`config.mk`:
```
export PLATFORM = sky130hd
export DESIGN_NAME = closest_hit_select
export DESIGN_NICKNAME = d
export VERILOG_FILES = /design/src/rtl/closest_hit_select.sv
export SDC_FILE = /design/constraint.sdc
export NUM_CORES = 1
export LEC_CHECK = 0
export ABC_AREA = 1
export CAP_MARGIN = 20
export CORE_AREA = 8 8 327 329
export CTS_BUF_LIST = sky130_fd_sc_hd__clkbuf_4
export CTS_CLUSTER_SIZE = 28
export DETAILED_ROUTE_END_ITERATION = 12
export DIE_AREA = 0 0 335 337
export PLACE_DENSITY = 0.47
export SETUP_SLACK_MARGIN = 0.4
export SYNTH_ARGS = -nofsm -noshare
export SYNTH_HDL_FRONTEND = slang
export SYNTH_SLANG_ARGS = --single-unit
export TNS_END_PERCENT = 5
```
`constraint.sdc`:
```
create_clock -name aclk -period 39.1 [get_ports aclk]
set_clock_uncertainty 0.15 [all_clocks]
set_input_delay 5.865 -clock aclk [delete_from_list [all_inputs] [get_ports aclk]]
set_output_delay 5.865 -clock aclk [all_outputs]
set_load 0.01 [all_outputs]
```
`src/rtl/closest_hit_select.sv`:
```
// Closest-hit selector: captures one ray, scans its candidate intersections and
// emits the nearest qualified hit (non-negative finite non-zero t) with its index.
module closest_hit_select #(
   parameter int unsigned SIZE = 32
) (
   input  logic                aclk,
   input  logic                areset,

   input  logic [6*SIZE-1:0]   ray_axis_tdata,
   input  logic                ray_axis_tvalid,
   output logic                ray_axis_tready,

   input  logic [SIZE-1:0]     cand_axis_t,
   input  logic                cand_axis_hit,
   input  logic [6*SIZE-1:0]   cand_axis_obj,
   input  logic                cand_axis_is_cylinder,
   input  logic                cand_axis_tlast,
   input  logic                cand_axis_tvalid,
   output logic                cand_axis_tready,

   output logic [6*SIZE-1:0]   out_ray,
   output logic [6*SIZE-1:0]   out_obj,
   output logic                out_is_cylinder,
   output logic [SIZE-1:0]     out_t,
   output logic                out_any_hit,
   output logic [7:0]          out_best_idx,
   output logic                out_tvalid,
   input  logic                out_tready
);

   localparam int unsigned ExpW = (SIZE == 64) ? 11 : (SIZE == 16) ? 5 : 8;

   localparam logic [1:0] StIdle  = 2'd0;
   localparam logic [1:0] StAccum = 2'd1;
   localparam logic [1:0] StEmit  = 2'd2;

   logic [1:0]          state_q,      state_d;
   logic [6*SIZE-1:0]   ray_q,        ray_d;
   logic                best_valid_q, best_valid_d;
   logic [SIZE-1:0]     best_t_q,     best_t_d;
   logic [6*SIZE-1:0]   best_obj_q,   best_obj_d;
   logic                best_cyl_q,   best_cyl_d;
   logic [7:0]          best_idx_q,   best_idx_d;
   logic [7:0]          idx_q,        idx_d;

   logic [ExpW-1:0]     cand_exp;
   logic                cand_qual;
   logic                cand_take;

   // Non-negative IEEE floats order the same as their unsigned bit patterns.
   always_comb begin
      cand_exp  = cand_axis_t[SIZE-2 -: ExpW];
      cand_qual = cand_axis_hit & ~cand_axis_t[SIZE-1] & ~(&cand_exp) & (|cand_axis_t);
      cand_take = cand_qual & (~best_valid_q | (cand_axis_t < best_t_q));
   end

   always_comb begin
      ray_axis_tready  = (state_q == StIdle);
      cand_axis_tready = (state_q == StAccum);
      out_tvalid       = (state_q == StEmit);
      out_ray          = ray_q;
      out_obj          = best_obj_q;
      out_is_cylinder  = best_cyl_q;
      out_t            = best_t_q;
      out_any_hit      = best_valid_q;
      out_best_idx     = best_idx_q;
   end

   always_comb begin
      state_d      = state_q;
      ray_d        = ray_q;
      best_valid_d = best_valid_q;
      best_t_d     = best_t_q;
      best_obj_d   = best_obj_q;
      best_cyl_d   = best_cyl_q;
      best_idx_d   = best_idx_q;
      idx_d        = idx_q;
      case (state_q)
         StIdle: begin
            if (ray_axis_tvalid) begin
               ray_d        = ray_axis_tdata;
               best_valid_d = 1'b0;
               best_t_d     = '0;
               best_obj_d   = '0;
               best_cyl_d   = 1'b0;
               best_idx_d   = '0;
               idx_d        = '0;
               state_d      = StAccum;
            end
         end
         StAccum: begin
            if (cand_axis_tvalid) begin
               if (cand_take) begin
                  best_valid_d = 1'b1;
                  best_t_d     = cand_axis_t;
                  best_obj_d   = cand_axis_obj;
                  best_cyl_d   = cand_axis_is_cylinder;
                  best_idx_d   = idx_q;
               end
               // Saturate so every beat past index 255 reports 255.
               if (idx_q != 8'd255) begin
                  idx_d = idx_q + 8'd1;
               end
               if (cand_axis_tlast) begin
                  state_d = StEmit;
               end
            end
         end
         StEmit: begin
            if (out_tready) begin
               state_d = StIdle;
            end
         end
         default: state_d = StIdle;
      endcase
   end

   always_ff @(posedge aclk or posedge areset) begin
      if (areset) begin
         state_q      <= StIdle;
         ray_q        <= '0;
         best_valid_q <= 1'b0;
         best_t_q     <= '0;
         best_obj_q   <= '0;
         best_cyl_q   <= 1'b0;
         best_idx_q   <= '0;
         idx_q        <= '0;
      end else begin
         state_q      <= state_d;
         ray_q        <= ray_d;
         best_valid_q <= best_valid_d;
         best_t_q     <= best_t_d;
         best_obj_q   <= best_obj_d;
         best_cyl_q   <= best_cyl_d;
         best_idx_q   <= best_idx_d;
         idx_q        <= idx_d;
      end
   end

endmodule

```
* After elaboration in Yosys (flattened, before gate mapping)
Index checks and enable logic that the tools add are counted.
** Word-level totals
- Register bits after elaboration :: 436
- Word-level logic and storage cells :: 62
** Cells by class
- Equal/unequal tests :: 9
- Order comparisons :: 1
- Bitwise operators :: 8
- $add $sub $neg :: 1
- Muxes and demuxes :: 27
- Reduce and logical (&&, ||, !) cells :: 8
** Operator list (number)
- $mux 192 :: 3
- $pmux 192 s2 :: 1
- $mux 32 :: 3
- $pmux 32 s2 :: 1
- $mux 8 :: 5
- $lt 32x32->1 :: 1
- $pmux 8 s2 :: 2
- $reduce_or 32->1 :: 1
- $reduce_and 4->1 :: 3
- $add 8x1->8 const B :: 1
- $mux 2 :: 4
- $ne 8x8->1 const B :: 1
- $reduce_and 8->1 :: 1
- $ne 2x1->1 const B :: 3
- $ne 2x2->1 const B :: 3
- $pmux 2 s3 :: 1
- $mux 1 :: 5
- $and 1x1->1 :: 4
- $pmux 1 s2 :: 2
- $not 1->1 :: 3
- $eq 2x1->1 const B :: 1
- $eq 2x2->1 const B :: 1
- $logic_not 2->1 :: 1
- $reduce_and 2->1 :: 1
- other kinds (2) :: 2

* Logic depth before layout (Yosys ltp)
Gate-level depths: netlist of run 1.
- Word-level depth :: 8
- Gate-level depth with buffers :: 20

* Worst setup path after synthesis of run 1
Ideal clock, no wire load.
- Path kind :: in2reg
- From :: in cand_axis_t[5]
- To :: reg best_t_q[0] (netlist: out_t[0])
- Data arrival time :: 7344 ps
- Buffers on the path :: 2
- Setup slack :: 31489 ps
- Cell stages on the path :: 17
- Cells stage by stage :: ha_1 a21oi_1 nor2_1 nor3_1 nand2_1 nand2_1 nand2_1 nand2_1 nand2_1 nand2_1 nand2_1 nand2_4 nand2_4 buf_6 buf_2 nand2_1 nand2_1
** On the way
- Longest elaborated chain between the ends :: 5
** RTL lines
- start: declaration :: RTL line 13 : input logic [SIZE-1:0] cand_axis_t,
- $lt 32x32->1 / $reduce_or 32->1 (equally long branches) :: RTL line 54, 53
- $or 1x1->1 / $and 1x1->1 (equally long branches) :: RTL line 54, 53
- $and 1x1->1 (*) :: RTL line 54 : cand_take = cand_qual & (~best_valid_q | (cand_axis_t < best_t_q));
- $ne 2x1->1 (no source line) (*)
- $reduce_and 4->1 (no source line) (*)
- end signal: assignment :: RTL line 132 : best_t_q <= best_t_d;
- end: declaration :: RTL line 40 : logic [SIZE-1:0] best_t_q, best_t_d;
Mark *: on every way between the ends. The rest lies on a longest branch, timed or not.
A chain may end at the register's enable or synchronous reset.

* Worst setup path after layout of run 1
- From :: in cand_axis_t[29]
- To :: reg best_idx_q[5] (netlist: out_best_idx[5])
** On the way
- Longest elaborated chain between the ends :: 7
** RTL lines
- branches (longest 4 deep; another with $lt 32x32->1)
- $and 1x1->1 (*) :: RTL line 54
- $ne 2x1->1 (no source line) (*)
- $reduce_and 4->1 (no source line) (*)
- end signal: assignment :: RTL line 135 : best_idx_q <= best_idx_d;
- end: declaration :: RTL line 43 : logic [7:0] best_idx_q, best_idx_d;
Every way passes the cells marked *.

==> run metrics, run 1 <==
starting density of the core=roughly a fifth; Total Die Area=around 110000 um2; critical-path cell list=clkdlybuf4s50_1, ha_1, nand2_1, nor2_1, nand2_1, nor2_1, nand2_1, nand2_1, nand2_1, nand2_1, nand2_8, nand2_8, buf_4, buf_4, nand2_1, nand2_1; crit path max-delay cell type=buf_4; Avg Inst Size Synth=about 9.2 um2; TritonRoute pass-1 iters=7; Die W=roughly 340 um; Max VDD drop=about 54 uV; initial antenna violation count=20; sequential cell area fraction in the yosys report=between 50% and 60%; Final Max Slew Viols=0; final setup violation count=0; crit path time final=around 9400 ps; max frequency=106 MHz; Final Hold Fails=0; non-filler cells, final=approximately 4500; slowest cell delay on critical path=approximately 750 ps; vias in the first global route=18300; WP data arrival=between 10000 and 15000 ps; num rows=between 100 and 150; post-route setup TNS=0 ps; Setup CP Type=primary input to flip-flop; drt initial violations=~870; global placer's final weighted congestion=0.810; H-tree Lvls=4; CP endpoint kind=flip-flop; most frequent cells in the layout=clkdlybuf4s50_1, nand2_1, dfrtp_1, inv_1, nor2_1; Clock Path Buffers=3; most common cell after layout, fill and taps aside=clkdlybuf4s50_1; largest net degree at the start of global routing=96; Worst Setup Start Kind=primary input; core area=101000 um2; TritonCTS clock tree=yes; Routed WL=86.3 mm; Slew @ Worst Pin=around 1000 ps; Placement Setup Slack=28530 ps; PortBufs=around 850; Final Core Density=a little under a third; power per cell area=79.5 nW/um2; #FFs+latches synth=436; clk sinks=436; Hold Startpoint=idx_q[6]; area grow syn2layout=60.0%; Post-DP HPWL=approximately 64 mm; count of cell types in the netlist=27; Syn Inst Count=2120; warnings from Yosys=0; final setup margin=just under 30000 ps; Skew-Pair Late Insertion Delay=between 900 and 1000 ps; max-cap viol count=0; first-pass GRT wire length=around 120 mm; share of layout cells above drive strength 1=around 14%; post-CTS resize count=0; gr usage total=between 10% and 20%; max_slew headroom=32.6%; CP Launch Point=cand_axis_t[29]; DR DRC count=0; DR vias=between 15000 and 20000; Netlist Area Pre-Place=19500 um2; crit-path max FO=95; clock root buffer=clkbuf_4; total setup buffers inserted after CTS=0; Worst-path clk slew=about 60 ps; # IOs=~850; Final ANT Viol Nets=0; CP required=39870 ps; DR WL/cell=just under 20 um; syn nets=2576; die height=~340 um; CTS Hold Buffers Added=0; Pleak=around 0.015 uW; Remaining Overflow, GRT=0; RSZ-0062 raised after global routing=false; Num CTS Buffers=137; fin nets=roughly 3500; most used cell, CP=nand2_1; final period utilization=24.1%; Crit Reg-Reg Startpoint=state_q[0]; status=completed; routed vias/inst=just under 4; cell count after placement=~4200; hold crit path type=flip-flop to flip-flop
==> worst paths after layout <==
check / endpoint / slack [ps] / cells after the start
max: out_best_idx[5] / 29670 / 16
min: idx_q[6] / 300 / 1
max reg2reg: out_ray[70] / 34600 / 6
min reg2reg: idx_q[6] / 300 / 1
max in group asynchronous: out_obj[41] / 30680 / 5
min in group asynchronous: out_ray[1] / 5200 / 2
==> metal layers <==
layer  wire length, um  vias up  GRT usage (%)  share of wire [%]
li1                  -     8477              -                  -
met1             33400     8332           16.3                 39
met2             42500      598           24.3                 49
met3              7820      137           6.39                9.1
met4              2540        6           6.33                2.9
met5                41        -              0              0.048
==> kinds of logic after synthesis <==
kind of cell / synth area share, %
and+or+nand+nor: 21.7
DFF: 56.0
muxes: 11.1
buffers and inverters: 8.29
adders and majority gates: 2.06
AOI/OAI and AO/OA: 0.886
==> final cells by class <==
type | count | area (um2)
diodes | 19 | 47.5
clock buffers | 190 | 1430
clock inverters | 38 | 339
fillers | 10900 | 70100
inverters | 278 | 1050
multi-input cells | 1283 | 7000
flip-flops and latches | 436 | 10900
well taps | 1368 | 1710
repair buffers | 872 | 8680
==> worst max-delay path: cells and delay by family <==
kind	cells	cell delay, ps
AND/OR/NAND/NOR	12	1830
adder cells (fa/ha/maj)	1	360
buffers and inverters	3	2020
==> power by group <==
group / switching (uW) / total, uW / internal (uW)
Clock: 219 / 482 / 263
Sequential: 121 / 785 / 664
Combinational: 630 / 1210 / 581
Total: 971 / 2480 / 1510
==> Yosys cell counts (all sizes together) <==
| master | number | area, um2 |
|---|---|---|
| o21ai | 11 | 55.1 |
| and3 | 1 | 6.26 |
| inv | 277 | 1040 |
| nor4 | 2 | 12.5 |
| nand4 | 11 | 68.8 |
| nand2 | 512 | 1940 |
| nor2 | 250 | 938 |
| nor3 | 6 | 30.0 |
| and3b | 1 | 8.76 |
| ha | 32 | 400 |
| a31oi | 2 | 12.5 |
| a21oi | 18 | 90.1 |
| dfrtp | 436 | 10900 |
| buf | 69 | 369 |
| nand3 | 243 | 1220 |
| o31ai | 1 | 7.51 |
| clkinv | 1 | 3.75 |
| clkbuf | 54 | 203 |
| mux2 | 192 | 2160 |
| o211ai | 1 | 7.51 |
==> flip-flops by register name, summed over array words and instances, names as in the netlist <==
signal           count
out_is_cylinder      1
out_best_idx         8
state_q              2
out_t               32
out_any_hit          1
out_obj            192
idx_q                8
out_ray            192
==> per-stage QoR <==
| step | hold slack [ps] | total power [uW] | cell area, um2 |
|---|---|---|---|
| 6_report | 298 | 2480 | 31200 |
| 5_1_grt | 334 | 2660 | 31200 |
| 4_1_cts | 302 | 2540 | 31100 |
| 3_5_place_dp | 293 | 2030 | 29400 |
| 3_3_place_gp | 293 | 2030 | 29400 |
| 2_1_floorplan | 273 | 1330 | 19500 |
(Power assumes the default switching activity.)
==> run 2, diff against run 1 <==
CORE_AREA = 8 8 324 326   (was 8 8 327 329)
DIE_AREA = 0 0 332 334   (was 0 0 335 337)
PLACE_DENSITY = 0.49   (was 0.47)
clock period = 8.1 ns   (was 39.1 ns; I/O delays follow)
==> run 2 against run 1 <==
Worst hold slack gained 3.5 ps. Global-route usage is 0.25 points higher. Die area fell by 1.8%. Cell count shrank 1.6%. Routed wire length down 0.86%. Core utilization up 0.54 points. Final area hardly changed. Power rose to 4.9 times the previous value. Via count is 0.53% higher. Sequential share of layout area about the same. Critical endpoint is now cand_axis_tready.
==> run metrics, run 2 (synthesized netlist as in run 1, its figures left out) <==
Slew @ Worst Pin=1020 ps (+6.13 ps); Final ANT Viol Nets=0 (unchanged); Final Core Density=31.3% (+0.54 points); Setup CP Type=flip-flop to output pin; sequential power share=31.4% (-0.3 points); post-CTS resize count=0 (unchanged); largest net degree at the start of global routing=162 (+69%); status=completed; crit path time final=between 4000 and 5000 ps; core area=99600 um2 (-1.7%); max-cap viol count=0 (unchanged); starting density of the core=19.6% (+0.34 points); gr usage total=14.9% (+0.25 points); slowest cell delay on critical path=710 ps (-40 ps); most common cell after layout, fill and taps aside=clkdlybuf4s50_1; fin nets=3467 (+0.087%); Final Max Slew Viols=0 (unchanged); Comb power frac=48.8% (about the same); total setup buffers inserted after CTS=0 (unchanged); Die W=332 um (-0.90%); Routed WL=85.5 mm (-0.86%); Max VDD drop=258 uV (+380%); share of layout cells above drive strength 1=14.2% (+0.40 points); Worst Setup Start Kind=flip-flop; CP endpoint kind=output pin; final period utilization=a little over half; WP data arrival=3080 ps (-7120 ps); R2R Setup Slk=4220 ps (-30380 ps); drt initial violations=738 (-15%); Pleak=0.0149 uW (+0.45%); DR WL/cell=19.4 um (+0.76%); max_slew headroom=32.2% (-0.41 points); TritonRoute pass-1 iters=5 (-2); global placer's final weighted congestion=0.811 (+0.16%); crit path max-delay cell type=dfrtp_1; met2 GRT Util=24.7% (+0.41 points); Post-DP HPWL=62.1 mm (-2.5%); power per cell area=386 nW/um2 (+390%); Skew-Pair Late Insertion Delay=970 ps (-20 ps); initial antenna violation count=18 (-10%); PortBufs=852 (unchanged); non-filler cells, final=4412 (-1.6%); Final Hold Fails=0 (unchanged); final setup violation count=0 (unchanged); most frequent cells in the layout=clkdlybuf4s50_1, nand2_1, dfrtp_1, inv_1, nor2_1; num rows=116 (-0.85%); clock root buffer=clkbuf_4; DR vias=17600 (+0.53%); gr busiest metal=met2; DR DRC count=0 (unchanged); die height=334 um (-0.89%); Remaining Overflow, GRT=0 (unchanged); CTS Hold Buffers Added=0 (unchanged); clk sinks=436 (unchanged); routed vias/inst=4.00 (+2.2%); TritonCTS clock tree=yes; Clock Path Buffers=3 (unchanged); CP required=6730 ps (-33140 ps); hold crit path type=flip-flop to flip-flop; Worst-path clk slew=60 ps (about the same); first-pass GRT wire length=125 mm (+0.78%); vias in the first global route=18600 (+1.5%); max frequency=about 220 MHz; met3 usage=6.43% (+0.042 points); cell count after placement=4164 (-1.7%); RSZ-0062 raised after global routing=false; Num CTS Buffers=143 (+4.4%); routing usage on met1=16.6% (+0.25 points); # IOs=853 (unchanged); H-tree Lvls=4 (unchanged); crit-path max FO=75 (-21%); Clk network pwr share=19.8% (+0.3 points); critical-path cell list=nand2_8, inv_1, clkdlybuf4s50_1; switching power share of the total=39.0% (-0.18 points); Total Die Area=111000 um2 (-1.8%); NetSw=4690 uW (+380%); Pint=7350 uW (+390%); post-route setup TNS=0 ps (unchanged); area grow syn2layout=60.0% (about the same)
-- run 2: worst max-delay path, delay by kind of cell (launching register included) --
| kind | cells | cell delay [ps] |
|---|---|---|
| buffers and inverters | 2 | 970 |
| flip-flops | 1 | 710 |
| AND/OR/NAND/NOR | 1 | 450 |
-- run 2: final timing paths --
check                      startpoint          endpoint  cells past startpoint
setup / recovery           state_q[0]  cand_axis_tready                      3
hold / removal               idx_q[6]          idx_q[6]                      1
setup reg to reg            out_t[27]       out_obj[72]                     15
hold reg to reg              idx_q[6]          idx_q[6]                      1
max in group asynchronous      areset      out_obj[173]                      4
min in group asynchronous      areset       out_obj[16]                      2
-- run 2: power by group through the flow --
stage,registers (uW),logic (uW),clock network [uW]
after floorplan,4220,2200,0
after global placement,3800,6000,0
after detailed placement,3810,5990,0
after CTS,3800,6010,2510
after global routing,3930,6350,2620
final,3790,5870,2380
-- run 2: per-stage QoR --
step / instance area (um2) / worst slack, ps / power [uW] / hold WS [ps]
floorplan: 19500 / 846 / 6420 / 273
global placement: 29300 / 2890 / 9800 / 292
detailed placement: 29300 / 2870 / 9810 / 293
CTS: 31100 / 3330 / 12300 / 307
global route: 31200 / 3330 / 12900 / 321
finish: 31200 / 3650 / 12000 / 301
-- run 2: routing by layer --
| layer | wire (um) | vias to the layer above | share of wire, % |
|---|---|---|---|
| met5 | 36 | - | 0.042 |
| met4 | 2850 | 6 | 3.3 |
| met3 | 7700 | 157 | 9.0 |
| met2 | 41700 | 627 | 49 |
| met1 | 33300 | 8383 | 39 |
| li1 | - | 8470 | - |
-- run 2: area by class of cell --
type | instances | area, um2
clock inverter | 27 | 260
antenna | 13 | 32.5
inverter | 278 | 1050
timing repair buffer | 869 | 8730
clock buffer | 208 | 1560
sequential | 436 | 10900
multi-input combinational | 1283 | 7000
fill | 10500 | 68400
tap | 1298 | 1620
==> run 3, diff against run 2 <==
CORE_AREA = 8 8 328 330   (was 8 8 324 326)
DIE_AREA = 0 0 336 338   (was 0 0 332 334)
PLACE_DENSITY = 0.47   (was 0.49)
clock period = 4.4 ns   (was 8.1 ns; I/O delays follow)
==> run 3 against run 2 <==
Worst hold slack got worse by 130 ps. Routed wire length rose by 2.2%. Flip-flop and latch count did not move. Register-to-register slack got worse by 2800 ps. Largest cell class unchanged. Power rose by 84%.
==> run metrics, run 3 (synthesized netlist as in run 1, its figures left out) <==
Worst Path Buf+Inv=2 (unchanged); Final Max Slew Viols=0 (unchanged); vias in the first global route=19200 (+2.8%); final period utilization=between 80% and 90%; first-pass GRT wire length=126 mm (+0.52%); clk sinks=436 (unchanged); DR vias=18200 (+3.1%); met2 GRT Util=24.4% (-0.30 points); core area=103000 um2 (+3.1%); crit path max-delay cell type=dfrtp_1; share of layout cells above drive strength 1=13.5% (-0.69 points); DR WL/cell=18.8 um (-2.9%); largest net degree at the start of global routing=161 (-0.62%); die height=338 um (+1.2%); non-filler cells, final=4643 (+5.2%); Post-DP HPWL=64.4 mm (+3.6%); Tot Pwr=22200 uW (+84%); gr usage total=14.7% (-0.17 points); H-tree Lvls=4 (unchanged); R2R Path End=out_obj[182]; Area after DPL=29700 um2 (+1.3%); slowest cell delay on critical path=740 ps (+30 ps); most common cell after layout, fill and taps aside=clkdlybuf4s50_1; clock root buffer=clkbuf_4; Slew @ Worst Pin=903 ps (-114 ps); post-CTS resize count=0 (unchanged); Hold Startpoint=ray_axis_tdata[170]; Crit Reg-Reg Startpoint=state_q[0]; critical-path cell list=nand2_8, inv_1, clkdlybuf4s50_1; TritonRoute pass-1 iters=4 (-1); initial antenna violation count=21 (+3); num rows=118 (+1.7%); Max VDD drop=378 uV (+47%); Worst-path clk slew=60 ps (about the same); CP required=3590 ps (-3140 ps); Setup CP Type=flip-flop to output pin; Num CTS Buffers=137 (-4.2%); post-route setup TNS=0 ps (unchanged); max frequency=roughly 280 MHz; global placer's final weighted congestion=0.799 (-1.5%); drt initial violations=833 (+13%); Die W=336 um (+1.2%); Clock Path Buffers=3 (unchanged); max-cap viol count=0 (unchanged); CP endpoint kind=output pin; Total Die Area=114000 um2 (+2.4%); status=completed; cell count after placement=4266 (+2.4%); max_slew headroom=39.8% (+7.6 points); Final ANT Viol Nets=0 (unchanged); area grow syn2layout=67.5%; RSZ-0062 raised after global routing=false; Final Hold Fails=0 (unchanged); power per cell area=680 nW/um2 (+76%); Pleak=0.0155 uW (+3.8%); CP delay by family, top=buffers and inverters; hold crit path type=primary input to flip-flop; Skew-Pair Late Insertion Delay=980 ps (about the same); most frequent cells in the layout=clkdlybuf4s50_1, nand2_1, dfrtp_1, inv_1, nor2_1; fin nets=3603 (+3.9%); gr busiest metal=met2; TritonCTS clock tree=yes; crit-path max FO=26 (-65%); Worst Setup Start Kind=flip-flop; met3 usage=6.31% (-0.12 points); PortBufs=852 (unchanged); # IOs=853 (unchanged); final setup violation count=0 (unchanged); Worst Hold Path EP=out_ray[170]; WP data arrival=2820 ps (-260 ps); R2R Setup Slk=1450 ps (-2770 ps); hold slack=173 ps (-128 ps); Remaining Overflow, GRT=0 (unchanged); routed vias/inst=3.92 (-2.0%); Routed WL=87.4 mm (+2.2%); Register-to-Register Path Depth=7 (-8); post-route design area=32600 um2 (+4.7%); crit path time final=3630 ps; DR DRC count=0 (unchanged); hold depth=2 (+1); starting density of the core=19.0% (-0.58 points); routing usage on met1=16.4% (-0.21 points)
-- run 3: power breakdown --
group          internal, uW  switching, uW
logic                  5410           5760
clock network          2130           1920
registers              5900           1080
total                 13400           8760
-- run 3: worst max-delay path by stage --
stage	startpoint	cells after the start	to	slack (ps)
after CTS	state_q[0]	3	cand_axis_tready	550
final	state_q[0]	3	cand_axis_tready	770
after floorplan	areset	1	idx_q[0]	-2300
after detailed placement	cand_axis_t[27]	14	out_obj[115]	890
after global placement	cand_axis_t[29]	14	out_obj[126]	910
after global routing	state_q[0]	3	cand_axis_tready	510
-- run 3: worst register-to-register path, delay by kind of cell, from the launching register on --
kind,cells,cell delay [ps]
AO/OA/AOI/OAI,1,110
AND/OR/NAND/NOR,5,1070
flip-flops,1,740
buffers and inverters,1,790
-- run 3: cell type report --
type                            instances  area (um2)
Clock buffer                          187        1400
Multi-Input combinational cell       1283        7000
Timing Repair Buffer                 1011       10200
Inverter                              278        1050
Tap cell                             1380        1730
Antenna cell                           25        62.6
Fill cell                           10800       70000
Sequential cell                       436       10900
Clock inverter                         43         259
-- run 3: metrics by stage --
stage                     setup slack (ps)  utilization, %
after floorplan                      -2300               -
after global placement                 911            28.9
after detailed placement               886            28.9
after CTS                              553            31.7
after global routing                   510            31.8
final                                  773            31.8
-- run 3: timing repair --
item,CTS,global route
hold endpoints to repair,132,0
hold buffers,122,0
buffers inserted,0,0
-- run 3: per-layer routing --
metal	vias up	part of all wire, %
met5	-	0.039
met4	6	3.5
met3	162	8.6
met2	602	49
met1	8659	39
li1	8764	-
